File: config.mk
export PLATFORM = sky130hd
export DESIGN_NAME = vga_sync_gen_flat
export DESIGN_NICKNAME = d
export VERILOG_FILES = /design/src/rtl/vga_sync_gen_if.sv /design/src/rtl/vga_sync_gen.sv /design/src/flat_wrapper.sv
export SDC_FILE = /design/constraint.sdc
export NUM_CORES = 1
export LEC_CHECK = 0
export CAP_MARGIN = 40
export CORE_AREA = 5 5 53 73
export DETAILED_ROUTE_END_ITERATION = 6
export DIE_AREA = 0 0 58 78
export PLACE_DENSITY_LB_ADDON = 0.1
export SLEW_MARGIN = 20
export SYNTH_ARGS = -nofsm -noshare
export SYNTH_HDL_FRONTEND = slang
export SYNTH_SLANG_ARGS = --single-unit
File: constraint.sdc
create_clock -name clk -period 2.55 [get_ports clk]
set_input_delay 0.255 -clock clk [delete_from_list [all_inputs] [get_ports clk]]
set_output_delay 0.255 -clock clk [all_outputs]
set_load 0.03 [all_outputs]
File: src/rtl/vga_sync_gen_if.sv
// Pixel-coordinate interface between the VGA timing source and the renderers.
// The timing source drives the coordinates and strobes; renderers return rgb_in
// combinationally for the current HCount/VCount.
interface vga_sync_gen_if;
    logic       pix_tick;
    logic [9:0] HCount;
    logic [9:0] VCount;
    logic       video_on;
    logic       frame_tick;
    logic [2:0] rgb_in;

    modport master (
        output pix_tick,
        output HCount,
        output VCount,
        output video_on,
        output frame_tick,
        input  rgb_in
    );

    modport slave (
        input  pix_tick,
        input  HCount,
        input  VCount,
        input  video_on,
        input  frame_tick,
        output rgb_in
    );
endinterface

File: src/rtl/vga_sync_gen.sv
// VGA timing generator: pixel-rate divider, HCount/VCount raster counters,
// and a one-pixel-latency output stage that registers sync and blanked colour
// so the connector pins stay mutually aligned.
module vga_sync_gen #(
    parameter int   CLK_DIV   = 2,
    parameter int   H_DISPLAY = 640,
    parameter int   H_FRONT   = 16,
    parameter int   H_SYNC    = 96,
    parameter int   H_BACK    = 48,
    parameter int   V_DISPLAY = 480,
    parameter int   V_FRONT   = 10,
    parameter int   V_SYNC    = 2,
    parameter int   V_BACK    = 33,
    parameter logic SYNC_POL  = 1'b0
) (
    input  logic                  clk,
    input  logic                  reset,
    vga_sync_gen_if.master        pix,
    output logic                  hsync,
    output logic                  vsync,
    output logic [2:0]            rgb
);

    localparam int H_TOTAL = H_DISPLAY + H_FRONT + H_SYNC + H_BACK;
    localparam int V_TOTAL = V_DISPLAY + V_FRONT + V_SYNC + V_BACK;
    localparam int DIV_W   = (CLK_DIV > 1) ? $clog2(CLK_DIV) : 1;

    localparam logic [DIV_W-1:0] DIV_LAST     = DIV_W'(CLK_DIV - 1);
    localparam logic [9:0]       H_LAST       = 10'(H_TOTAL - 1);
    localparam logic [9:0]       V_LAST       = 10'(V_TOTAL - 1);
    localparam logic [9:0]       H_VIS        = 10'(H_DISPLAY);
    localparam logic [9:0]       V_VIS        = 10'(V_DISPLAY);
    localparam logic [9:0]       H_SYNC_FIRST = 10'(H_DISPLAY + H_FRONT);
    localparam logic [9:0]       H_SYNC_LAST  = 10'(H_DISPLAY + H_FRONT + H_SYNC - 1);
    localparam logic [9:0]       V_SYNC_FIRST = 10'(V_DISPLAY + V_FRONT);
    localparam logic [9:0]       V_SYNC_LAST  = 10'(V_DISPLAY + V_FRONT + V_SYNC - 1);

    logic [DIV_W-1:0] div_q, div_d;
    logic             pix_tick_q, pix_tick_d;
    logic [9:0]       hcount_q, hcount_d;
    logic [9:0]       vcount_q, vcount_d;
    logic             frame_tick_q, frame_tick_d;
    logic             hsync_q, hsync_d;
    logic             vsync_q, vsync_d;
    logic [2:0]       rgb_q, rgb_d;
    logic             video_on;

    // Visible area decode straight off the registered counters.
    assign video_on = (hcount_q < H_VIS) && (vcount_q < V_VIS);

    // Pixel-rate divider: the tick is registered so it is a clean one-clk strobe.
    always_comb begin
        div_d      = div_q;
        pix_tick_d = (div_q == DIV_LAST);
        if (div_q == DIV_LAST) begin
            div_d = '0;
        end else begin
            div_d = div_q + DIV_W'(1);
        end
    end

    // Raster counters and output stage; everything holds between pixel ticks.
    always_comb begin
        hcount_d     = hcount_q;
        vcount_d     = vcount_q;
        frame_tick_d = 1'b0;
        hsync_d      = hsync_q;
        vsync_d      = vsync_q;
        rgb_d        = rgb_q;
        if (pix_tick_q) begin
            if (hcount_q == H_LAST) begin
                hcount_d = '0;
                if (vcount_q == V_LAST) begin
                    vcount_d     = '0;
                    frame_tick_d = 1'b1;
                end else begin
                    vcount_d = vcount_q + 10'd1;
                end
            end else begin
                hcount_d = hcount_q + 10'd1;
            end
            // Gate with the visible flag so blanking never passes renderer data (or X).
            rgb_d   = video_on ? pix.rgb_in : 3'b000;
            hsync_d = ((hcount_q >= H_SYNC_FIRST) && (hcount_q <= H_SYNC_LAST)) ? SYNC_POL : ~SYNC_POL;
            vsync_d = ((vcount_q >= V_SYNC_FIRST) && (vcount_q <= V_SYNC_LAST)) ? SYNC_POL : ~SYNC_POL;
        end
    end

    // State register; reset restarts the raster from (0,0) with sync inactive.
    always_ff @(posedge clk) begin
        if (reset) begin
            div_q        <= '0;
            pix_tick_q   <= 1'b0;
            hcount_q     <= '0;
            vcount_q     <= '0;
            frame_tick_q <= 1'b0;
            hsync_q      <= ~SYNC_POL;
            vsync_q      <= ~SYNC_POL;
            rgb_q        <= 3'b000;
        end else begin
            div_q        <= div_d;
            pix_tick_q   <= pix_tick_d;
            hcount_q     <= hcount_d;
            vcount_q     <= vcount_d;
            frame_tick_q <= frame_tick_d;
            hsync_q      <= hsync_d;
            vsync_q      <= vsync_d;
            rgb_q        <= rgb_d;
        end
    end

    assign pix.pix_tick   = pix_tick_q;
    assign pix.HCount     = hcount_q;
    assign pix.VCount     = vcount_q;
    assign pix.video_on   = video_on;
    assign pix.frame_tick = frame_tick_q;
    assign hsync          = hsync_q;
    assign vsync          = vsync_q;
    assign rgb            = rgb_q;

endmodule

File: src/flat_wrapper.sv
// flat-port wrapper written by rule: the top's interface ports become plain ports
module vga_sync_gen_flat 
#(
    parameter int   CLK_DIV   = 2,
    parameter int   H_DISPLAY = 640,
    parameter int   H_FRONT   = 16,
    parameter int   H_SYNC    = 96,
    parameter int   H_BACK    = 48,
    parameter int   V_DISPLAY = 480,
    parameter int   V_FRONT   = 10,
    parameter int   V_SYNC    = 2,
    parameter int   V_BACK    = 33,
    parameter logic SYNC_POL  = 1'b0
)
  (clk, reset, hsync, vsync, rgb, pix_pix_tick, pix_HCount, pix_VCount, pix_video_on, pix_frame_tick, pix_rgb_in);
  vga_sync_gen_if pix_i ();
  input  logic clk;
  input  logic reset;
  output logic hsync;
  output logic vsync;
  output logic [2:0] rgb;
  output wire logic [$bits(pix_i.pix_tick)-1:0] pix_pix_tick;
  output wire logic [$bits(pix_i.HCount)-1:0] pix_HCount;
  output wire logic [$bits(pix_i.VCount)-1:0] pix_VCount;
  output wire logic [$bits(pix_i.video_on)-1:0] pix_video_on;
  output wire logic [$bits(pix_i.frame_tick)-1:0] pix_frame_tick;
  input wire logic [$bits(pix_i.rgb_in)-1:0] pix_rgb_in;
  assign pix_pix_tick = pix_i.pix_tick;
  assign pix_HCount = pix_i.HCount;
  assign pix_VCount = pix_i.VCount;
  assign pix_video_on = pix_i.video_on;
  assign pix_frame_tick = pix_i.frame_tick;
  assign pix_i.rgb_in = pix_rgb_in;
  vga_sync_gen #(.CLK_DIV(CLK_DIV), .H_DISPLAY(H_DISPLAY), .H_FRONT(H_FRONT), .H_SYNC(H_SYNC), .H_BACK(H_BACK), .V_DISPLAY(V_DISPLAY), .V_FRONT(V_FRONT), .V_SYNC(V_SYNC), .V_BACK(V_BACK), .SYNC_POL(SYNC_POL)) u_core (.clk(clk), .reset(reset), .pix(pix_i), .hsync(hsync), .vsync(vsync), .rgb(rgb));
endmodule
Word level (Yosys, flattened, before mapping) --
Index checks and enable logic that the tools add are counted.
Cells by class: add/sub/neg operators 3, multipliers 0, divide/modulo/power cells 0, $lt $le $gt $ge 6, equal/unequal tests 2, shifts and indexed selects 0, muxes and demuxes 6, bitwise operators 2, reductions and logical operators 6
Operators with widths (number):
- adder 10 x 1 -> 10 bit, second input constant | 2
- equality test 10 bit, second input constant | 2
- two-way mux 10 bit | 2
- >= comparator 10 bit, second input constant | 1
- >= comparator 10 x 9 -> 1 bit, second input constant | 1
- <= comparator 10 bit, second input constant | 1
- <= comparator 10 x 9 -> 1 bit, second input constant | 1
- less-than comparator 10 bit, second input constant | 1
- less-than comparator 10 x 9 -> 1 bit, second input constant | 1
- logical AND 1 bit | 3
- two-way mux 1 bit | 3
- two-way mux 3 bit | 1
- OR reduction 3 bit | 1
- NOT 1 bit | 2
- AND reduction 2 bit | 1
- OR reduction 2 bit | 1
- adder 1 bit, second input constant | 1
Word-level totals: flip-flop bits (word level) 28, latch bits 0, RAM bits 0, memory bits (read-only) 0, input bits 5, output and inout port bits 28, logic and storage cells 33, memories 0

Longest topological paths before layout --
Gate-level depths: netlist of the first run.
depth in word-level cells 3, gate-level depth with buffers 7, mapped depth without buffers 6

Least setup slack after synthesis of the first run --
No wires, ideal clock.
kind register -> register, start point reg u_core.hcount_q[4], in the netlist u_core.pix.HCount[4], end point reg u_core.vcount_q[6], in the netlist u_core.pix.VCount[6], setup time 68 ps, data arrival time 2250 ps, required time 2482 ps, path slack 232 ps, cell stages (with the launch flop) 6, buffers on the path 1, clock period less this slack 2318 ps, cell sequence dfxtp_1 or4b_4 or3_1 buf_2 or4_4 a21oi_2
On the way: word-level cells in the longest chain between the ends 2
Ends and longest elaborated chain:
- from (decl) | line vga_sync_gen.sv:40 | logic [9:0] hcount_q, hcount_d;
- from (signal assigned) | line vga_sync_gen.sv:103 | hcount_q <= hcount_d;
- equality test 10 bit | line vga_sync_gen.sv:71 | if (hcount_q == H_LAST) begin
- AND reduction 2 bit (no source line)
- to (signal assigned) | line vga_sync_gen.sv:104 | vcount_q <= vcount_d;
- to (decl) | line vga_sync_gen.sv:41 | logic [9:0] vcount_q, vcount_d;
No other way between the ends. A chain may end at the register's enable or synchronous reset.

Worst setup path after layout of the first run --
start point reg u_core.vcount_q[7], in the netlist u_core.pix.VCount[7], end point out pix_video_on
On the way: word-level cells in the longest chain between the ends 2
Ends and longest elaborated chain:
- less-than comparator 10 x 9 -> 1 bit | line vga_sync_gen.sv:49 | assign video_on = (hcount_q < H_VIS) && (vcount_q < V_VIS);
- logical AND 1 bit | line vga_sync_gen.sv:49
- to (decl) | line flat_wrapper.sv:25 | output wire logic [$bits(pix_i.video_on)-1:0] pix_video_on;
No other way between the ends.

==> impl_metrics.tcl, run 1 <==
set metrics [dict create \
    arrival_ns 2.05 \
    drcViolationCount 0 \
    multi_input_area_um2 680.7 \
    yosysWarnings 0 \
    ys_top_cells_by_area "dfxtp_1 (44%), xnor2_1 (5.5%), nor2_1 (5.0%), nand3_1 (4.3%), ha_1 (3.9%)" \
    ios 33 \
    cts_buffers 3 \
    cp-startpoint "u_core.pix.VCount[7]" \
    drive_above_1_share 0.06593 \
    grt_pass1_vias 1154 \
    reg2reg_from "u_core.pix.HCount[4]" \
    vias 1173 \
    overflow 0 \
    synth_top_area_cell "dfxtp_1" \
    timing.rr.end "u_core.pix.VCount[6]" \
    drt-vias-per-instance 5.308 \
    area_growth_pct 35.48 \
    finalSetupTns_ns 0 \
    fin_crit_ns 2.306 \
    drt_first_pass_iters 4 \
    skew_ns 0.009852 \
    crit_path_end_kind "output port" \
    die_area_um2 4524 \
    clockBufferDepth 2 \
    clkTransAtPathRegs_ns 0.10 \
    vdd_drop_max_mv 0.3556 \
    drtIter0Drc 31 \
    final_core_util 0.5553 \
    cts_tree "yes" \
    diodes 0 \
    post-route-period-util 0.9044 \
    whs_ns 0.4117 \
    grt_use_total 0.1447 \
    core_area_um2 3123 \
    rsz0062_at_grt "no" \
    drv_slew 0 \
    required_ns 2.30 \
    synth.top_cell.area_share 0.4379 \
    avgSynthCellArea_um2 8.767 \
    reg2reg_slack_ns 0.32 \
    postCtsSetupBuffers 0 \
    p_leak_nw 0.5742 \
    power_uw 842.5 \
    ctsHoldBuffers 0 \
    outcome "finished, final reports clean" \
    start_util 0.4099 \
    crit_type "reg -> out" \
    min_from "u_core.div_q" \
    max_freq_mhz 433.6 \
    rows 24 \
    place.gp.congestion 0.8790 \
    hold_class "reg -> reg" \
    grt_start_max_net_pins 17 \
    root_buffer "clkbuf_8" \
    htreeDepth 1 \
    whs_path_depth 1 \
    antenna_found_initial 0 \
    die_h_um 78 \
    min_to "u_core.div_q" \
    netlist_area_um2 1280 \
    seq_area_um2 560.5 \
    synth_nets 155 \
    critPathMaxFanout 7 \
    drtAntennaViolNets 0 \
    clock-sinks 28 \
    final_nets 192 \
    routedWlPerCell_um 14.24 \
    io_buffers 32 \
    grt_pass1_wl_mm 5.181 \
    ff2ff_path_depth 4 \
    n_fill_cell 309 \
    yosysSeqAreaShare 0.4379 \
    relSlewSlack 0.6979 \
    die_w_um 58 \
    setup_violations 0 \
    clock_latency_ns 0.28 \
    syn_inst 146 \
    powerDensity_nw_per_um2 485.8 \
    synth_cell_types 32 \
    hold_viol_final 0 \
    cts_resized 0 \
    worst_pin_slew_ns 0.4498 \
    routed_wl_mm 3.147 \
    cap_viol_max_count 0 \
    dp_hpwl_mm 2.334 \
    critPathLaunchType "flip-flop" \
    ys_ff_latch 28 \
]
## layout make-up
type,instances,share of cell area
Tap cell,39,0.02814
Timing Repair Buffer,36,0.2020
Multi-Input combinational cell,108,0.3925
Inverter,6,0.01299
Sequential cell,28,0.3232
Clock inverter,1,0.01732
Clock buffer,3,0.02381
## how the worst max path moves through the flow
stage / end / cells past startpoint
5_1_grt: pix_video_on / 3
3_5_place_dp: u_core.pix.VCount[6] / 4
6_report: pix_video_on / 3
2_1_floorplan: u_core.pix.VCount[6] / 5
4_1_cts: pix_video_on / 3
3_3_place_gp: u_core.pix.VCount[6] / 4
## stage by stage
| stage | setup WS, ns | cell area, µm² | std cells |
|---|---|---|---|
| detailed placement | 0.3406 | 1663 | 217 |
| global route | 0.1096 | 1734 | 221 |
| CTS | 0.2178 | 1734 | 221 |
| finish | 0.2438 | 1734 | 221 |
| floorplan | 0.2319 | 1280 | 146 |
| global placement | 0.3961 | 1663 | 217 |
## layout by cell type, fill, tap and decap left out, types with 6 or more instances in the layout
| cell | n |
|---|---|
| nand3_1 | 11 |
| xnor2_1 | 8 |
| dfxtp_1 | 28 |
| a21oi_1 | 8 |
| clkdlybuf4s50_1 | 32 |
| nand4_1 | 6 |
| nand2b_1 | 6 |
| nand2_1 | 9 |
| inv_1 | 6 |
| nor2_1 | 17 |
## kinds of logic (layout without fill, tap and decap cells)
group           Yosys count  in the layout  synth area share
simple gates             71             71            0.3050
flops                    28             28            0.4379
compound gates           19             19           0.09092
xor+xnor                 13             13           0.08895
buf+inv                  10             46           0.03030
fa+ha+maj                 4              4           0.03910
mux                       1              1          0.007820
## where the power goes
group / internal, mW / switching (mW) / leakage, nW
combinational: 0.0224 / 0.0259 / 0.312
sequential: 0.443 / 0.00408 / 0.227
clock: 0.210 / 0.137 / 0.0357
total: 0.675 / 0.167 / 0.574
## synthesized netlist by cell type, drive strengths merged
cell,count
nand2,9
nor2,17
buf,1
o21ai,4
inv,6
xor2,5
mux2i,1
nor4,3
o21bai,2
o31ai,1
dfxtp,28
nand4,6
nand3,11
clkbuf,3
o21a,1
ha,4
nor4b,1
and3,1
or4b,2
xnor2,8
a21oi,9
nor3,3
a2111oi,1
o41ai,1
nand2b,6
or4,3
and4,3
or3,4
nor2b,2
## critical path: stages, from the launching register on
cell,delay [ns]
dfxtp_1,0.38
and4_1,0.23
nor3_1,0.40
clkdlybuf4s50_1,0.76
## flip-flops by register name (all words and copies together), names as in the netlist
register               count
u_core.pix.frame_tick      1
u_core.pix.pix_tick        1
u_core.pix.HCount         10
u_core.pix.VCount         10
u_core.vsync               1
u_core.hsync               1
u_core.div_q               1
u_core.rgb                 3
## routing by layer
metal  wire (µm)  share of wire  up-vias  GRT usage
met4          68          0.022        0    0.07657
met5           0              0        -          0
li1            -              -      586          -
met1        1350           0.43      545     0.1695
met3         162          0.051        6    0.02824
met2        1566           0.50       36     0.2432
Note: power is estimated with default switching activity, not from simulation.
==> inputs of run 2 (changes only) <==
--- a/config.mk
+++ b/config.mk
@@ -6,9 +6,9 @@
 export NUM_CORES = 1
 export LEC_CHECK = 0
 export CAP_MARGIN = 40
-export CORE_AREA = 5 5 53 73
+export CORE_AREA = 5 5 51 70
 export DETAILED_ROUTE_END_ITERATION = 6
-export DIE_AREA = 0 0 58 78
+export DIE_AREA = 0 0 56 75
 export PLACE_DENSITY_LB_ADDON = 0.1
 export SLEW_MARGIN = 20
 export SYNTH_ARGS = -nofsm -noshare
==> constraint.sdc (replaced) <==
create_clock -name clk -period 2.3 [get_ports clk]
set_input_delay 0.23 -clock clk [delete_from_list [all_inputs] [get_ports clk]]
set_output_delay 0.23 -clock clk [all_outputs]
set_load 0.03 [all_outputs]
==> run 2 against run 1 <==
Routed wire length shrank 1.3%; cell area is 0.29% higher; largest cell class unchanged; combinational power rose by 11%; hold slack improved by 0.0026 ns; critical path type is now reg -> reg; critical path depth grew 1.
==> impl_metrics.tcl, run 2 (same netlist as run 1, synthesis figures left out) <==
set metrics [dict create \
    cts_buffers 3 \
    htreeDepth 1 \
    cap_viol_max_count 0 \
    hold_viol_final 0 \
    p_leak_nw 0.5815 \
    critPathMaxFanout 8 \
    power_uw 846.0 \
    root_buffer "clkbuf_8" \
    die_h_um 75 \
    grt_pass1_vias 1174 \
    die_area_um2 4200 \
    relSlewSlack 0.7512 \
    routed_wl_mm 3.107 \
    cts_resized 0 \
    grt_start_max_net_pins 16 \
    required_ns 2.51 \
    postCtsSetupBuffers 0 \
    start_util 0.4493 \
    rows 23 \
    clockBufferDepth 2 \
    ios 33 \
    setup_violations 0 \
    drtIter0Drc 23 \
    antenna_found_initial 0 \
    finalSetupTns_ns 0 \
    drive_above_1_share 0.08649 \
    drcViolationCount 0 \
    overflow 0 \
    area_growth_pct 35.87 \
    arrival_ns 2.36 \
    hold_class "reg -> reg" \
    worst_pin_slew_ns 0.3637 \
    crit_type "reg -> reg" \
    post-route-period-util 0.9349 \
    vdd_drop_max_mv 0.3263 \
    critPathLaunchType "flip-flop" \
    max_freq_mhz 465.0 \
    place.gp.congestion 0.8999 \
    rsz0062_at_grt "no" \
    drtAntennaViolNets 0 \
    final_nets 195 \
    drt-vias-per-instance 5.320 \
    outcome "finished, final reports clean" \
    core_area_um2 2849 \
    skew_ns 0.002824 \
    die_w_um 56 \
    grt_pass1_wl_mm 5.347 \
    cts_tree "yes" \
    powerDensity_nw_per_um2 486.5 \
    grt_use_total 0.1585 \
    ctsHoldBuffers 0 \
    clkTransAtPathRegs_ns 0.09 \
    dp_hpwl_mm 2.362 \
    io_buffers 32 \
    final_common_cell "clkdlybuf4s50_1" \
    drt_first_pass_iters 5 \
    routedWlPerCell_um 14.00 \
    diodes 0 \
    drv_slew 0 \
    crit_path_end_kind "flip-flop" \
    final_core_util 0.6105 \
    mostFrequentLayoutCells "clkdlybuf4s50_1 (32), dfxtp_1 (27), nor2_1 (17)" \
    clock-sinks 28 \
    vias 1181 \
    clock_latency_ns 0.27 \
    fin_crit_ns 2.150 \
]
run 2: final timing paths:
kind | start | end | slack (ns) | cells past startpoint
min reg2reg | u_core.div_q | u_core.div_q | 0.41 | 1
min | u_core.div_q | u_core.div_q | 0.41 | 1
max | u_core.pix.HCount[5] | u_core.pix.VCount[9] | 0.15 | 4
max reg2reg | u_core.pix.HCount[5] | u_core.pix.VCount[9] | 0.15 | 4
run 2: layer usage:
layer,share of wire,wire length (µm),global-route usage
met1,0.42,1315,0.1823
met2,0.51,1577,0.2822
met3,0.050,155,0.03774
met4,0.019,59,0.06860
met5,0,0,0
run 2: critical path: stages, from the launching register on:
cell	delay, ns
dfxtp_1	0.39
or4b_4	0.58
or4_1	0.63
or3_1	0.34
a21oi_1	0.14
run 2: layout make-up:
type	count	area (µm²)
fill	250	1110
multi-input combinational	108	680.7
sequential	28	561.8
timing repair buffer	39	372.9
clock buffer	4	55.05
tap	37	46.29
inverter	6	22.52
run 2: where the power goes:
part           leakage [nW]  total (mW)  internal, mW  switching (mW)
combinational         0.326      0.0535        0.0247          0.0287
sequential            0.227       0.495         0.491         0.00456
clock                0.0288       0.297         0.153           0.144
run 2: per-stage QoR:
step	instances	setup WS, ns	cell area [µm²]	hold slack (ns)
6_report	222	0.1496	1739	0.4143
5_1_grt	222	0.003615	1739	0.4448
4_1_cts	222	0.1667	1739	0.4242
3_5_place_dp	218	0.1923	1684	0.4048
3_3_place_gp	218	0.2352	1684	0.3925
2_1_floorplan	146	0.05002	1281	0.3016
==> inputs of run 3 (changes only) <==
--- a/config.mk
+++ b/config.mk
@@ -5,10 +5,11 @@
 export SDC_FILE = /design/constraint.sdc
 export NUM_CORES = 1
 export LEC_CHECK = 0
+export ABC_AREA = 1
 export CAP_MARGIN = 40
-export CORE_AREA = 5 5 51 70
+export CORE_AREA = 5 5 52 73
 export DETAILED_ROUTE_END_ITERATION = 6
-export DIE_AREA = 0 0 56 75
+export DIE_AREA = 0 0 57 78
 export PLACE_DENSITY_LB_ADDON = 0.1
 export SLEW_MARGIN = 20
 export SYNTH_ARGS = -nofsm -noshare
==> run 3 against run 2 <==
Cell area rose by 8.6%; non-clock buffer count fell by 6; power rose by 14%; die area rose by 5.9%; highest routed layer unchanged; sequential power rose by 2%; setup slack improved by 0.028 ns; critical path depth rose by 1; register-to-register slack improved by 0.56 ns; cell count rose by 31%; clock skew fell by 0.0013 ns; core utilization rose by 0.64 points; largest cell class unchanged.
==> impl_metrics.tcl, run 3 <==
set metrics [dict create \
    outcome "finished, final reports clean" \
    min_from "u_core.div_q" \
    crit_type "reg -> out" \
    ctsHoldBuffers 0 \
    placed_cells 287 \
    routed_wl_mm 3.544 \
    postCtsSetupBuffers 0 \
    rsz0062_at_grt "no" \
    p_sw_uw 207.3 \
    diodes 0 \
    drtAntennaViolNets 0 \
    cts_tree "yes" \
    rows 24 \
    mostFrequentLayoutCells "nand2_1 (59), clkdlybuf4s50_1 (32), nor2_1 (28), dfxtp_1 (28), inv_1 (27)" \
    worst_pin_slew_ns 0.4997 \
    die_h_um 78 \
    cp_slowest_cell "clkdlybuf4s50_1" \
    vdd_drop_max_mv 0.3800 \
    grt_start_max_net_pins 17 \
    clock-sinks 28 \
    overflow 0 \
    vias 1460 \
    critPathMaxFanout 5 \
    yosys-top-cells-count "nand2_1 (59), dfxtp_1 (28), nor2_1 (28)" \
    place.gp.congestion 0.8562 \
    min_to "u_core.div_q" \
    final_nets 262 \
    area_growth_pct 30.28 \
    powerDensity_nw_per_um2 510.9 \
    ff2ff_path_depth 7 \
    drt_first_pass_iters 4 \
    async_flop_share 0 \
    arrival_ns 1.89 \
    drv_slew 0 \
    drive_above_1_share 0.07937 \
    skew_ns 0.001533 \
    post-route-period-util 0.9229 \
    critPathLaunchType "flip-flop" \
    dp_hpwl_mm 2.734 \
    cap_viol_max_count 0 \
    routedWlPerCell_um 12.18 \
    reg2reg_from "u_core.pix.pix_tick" \
    synth-edff-count 0 \
    swShare 0.2148 \
    grt_pass1_wl_mm 5.858 \
    synth.top_cell.area_share 0.3865 \
    fin_ws_ns 0.1773 \
    intPower_uw 757.9 \
    crit_path_end_kind "output port" \
    drtIter0Drc 47 \
    start_util 0.4734 \
    grt_use_total 0.1630 \
    ys_top_cells_by_area "dfxtp_1 (39%), nand2_1 (15%), nor2_1 (7.2%), inv_1 (7.0%), a21oi_1 (4.5%)" \
    cpLargestDelayFamily "buffers and inverters" \
    final_common_cell "nand2_1" \
    yosysSeqAreaShare 0.3865 \
    power_uw 965.3 \
    cts_resized 0 \
    p_leak_nw 0.7679 \
    reg2reg_slack_ns 0.71 \
    root_buffer "clkbuf_8" \
    synth_nets 226 \
    max_freq_mhz 471.1 \
    timing.rr.end "u_core.pix.VCount[3]" \
    syn_inst 217 \
    avgSynthCellArea_um2 6.683 \
    core_area_um2 3063 \
    finalSetupTns_ns 0 \
    drt-vias-per-instance 5.017 \
    path_cells "inv_1 > nand2_1 > nor3_1 > nor3_2 > clkdlybuf4s50_1" \
    io_buffers 32 \
    pwr-share-seq 0.522 \
    clock_latency_ns 0.27 \
    cts_buffers 3 \
    relSlewSlack 0.6664 \
    whs_ns 0.4137 \
    netlist_area_um2 1450 \
    die_area_um2 4446 \
    htreeDepth 1 \
    yosysWarnings 0 \
    fin_crit_ns 2.123 \
    path_buf_inv 2 \
    required_ns 2.07 \
    grt_pass1_vias 1372 \
    antenna_found_initial 0 \
    synth_cell_types 22 \
    dp_slack_ns 0.4882 \
    synth_most_common_cell "nand2_1" \
    die_w_um 57 \
    drcViolationCount 0 \
    clockBufferDepth 2 \
    comb_power_share 0.077 \
    p_clk_frac 0.401 \
    ys_ff_latch 28 \
    clkTransAtPathRegs_ns 0.09 \
    setup_violations 0 \
    worst_path_largest_cell_delay_ns 0.74 \
    hold_class "reg -> reg" \
    whs_path_depth 1 \
    synth_top_area_cell "dfxtp_1" \
    layoutNonFillerInstCount 291 \
    ios 33 \
    synth-main-ff-cell "dfxtp_1" \
    hold_viol_final 0 \
]
## run 3: cell count changes in the layout (fill, tap and decap cells not counted), moves of 6 or more
cell and delta:
buf_4 -6, inv_1 +21, o21ai_0 +6, nor2_1 +11, xnor2_1 -7, nand2_1 +50
nand2b_1 -6
## run 3: how the worst max path moves through the flow
| stage | from | slack, ns | to | depth (start not counted) |
|---|---|---|---|---|
| after floorplan | u_core.pix.VCount[9] | 0.77 | u_core.rgb[0] | 6 |
| after global placement | u_core.pix.HCount[8] | 0.51 | pix_video_on | 4 |
| after detailed placement | u_core.pix.HCount[8] | 0.49 | pix_video_on | 4 |
| after CTS | u_core.pix.VCount[9] | 0.16 | pix_video_on | 5 |
| after global routing | u_core.pix.VCount[9] | 0.04 | pix_video_on | 5 |
| final | u_core.pix.VCount[9] | 0.18 | pix_video_on | 5 |
## run 3: metrics by stage
step / util / area, µm²
after floorplan: - / 1450
after global placement: 0.5935 / 1818
after detailed placement: 0.5935 / 1818
after CTS: 0.6168 / 1889
after global routing: 0.6168 / 1889
final: 0.6168 / 1889
## run 3: layout make-up
class	count	area (µm²)
flip-flops and latches	28	560.5
well taps	39	48.80
inverters	30	112.6
clock inverters	1	30.03
fillers	295	1174
clock buffers	3	41.29
repair buffers	33	327.8
multi-input cells	157	768.2
## run 3: kinds of logic after synthesis
kind of cell	synth area share
adder cells (fa/ha/maj)	0.03451
buffers and inverters	0.08369
XOR/XNOR	0.01812
flip-flops	0.3865
AND/OR/NAND/NOR	0.3934
AO/OA/AOI/OAI	0.08370
## run 3: power groups by stage
stage                     Combinational [mW]  Clock [mW]  Sequential [mW]
after floorplan                       0.0270           0            0.529
after global placement                0.0744           0            0.515
after detailed placement              0.0749           0            0.515
after CTS                             0.0753       0.400            0.504
after global routing                  0.0815       0.414            0.506
final                                 0.0743       0.387            0.504
## run 3: routing by layer
metal / up-vias / part of all wire / global-route usage
li1: 757 / - / -
met1: 658 / 0.43 / 0.1877
met2: 35 / 0.50 / 0.2769
met3: 10 / 0.036 / 0.02990
met4: 0 / 0.031 / 0.09281
met5: - / 0 / 0
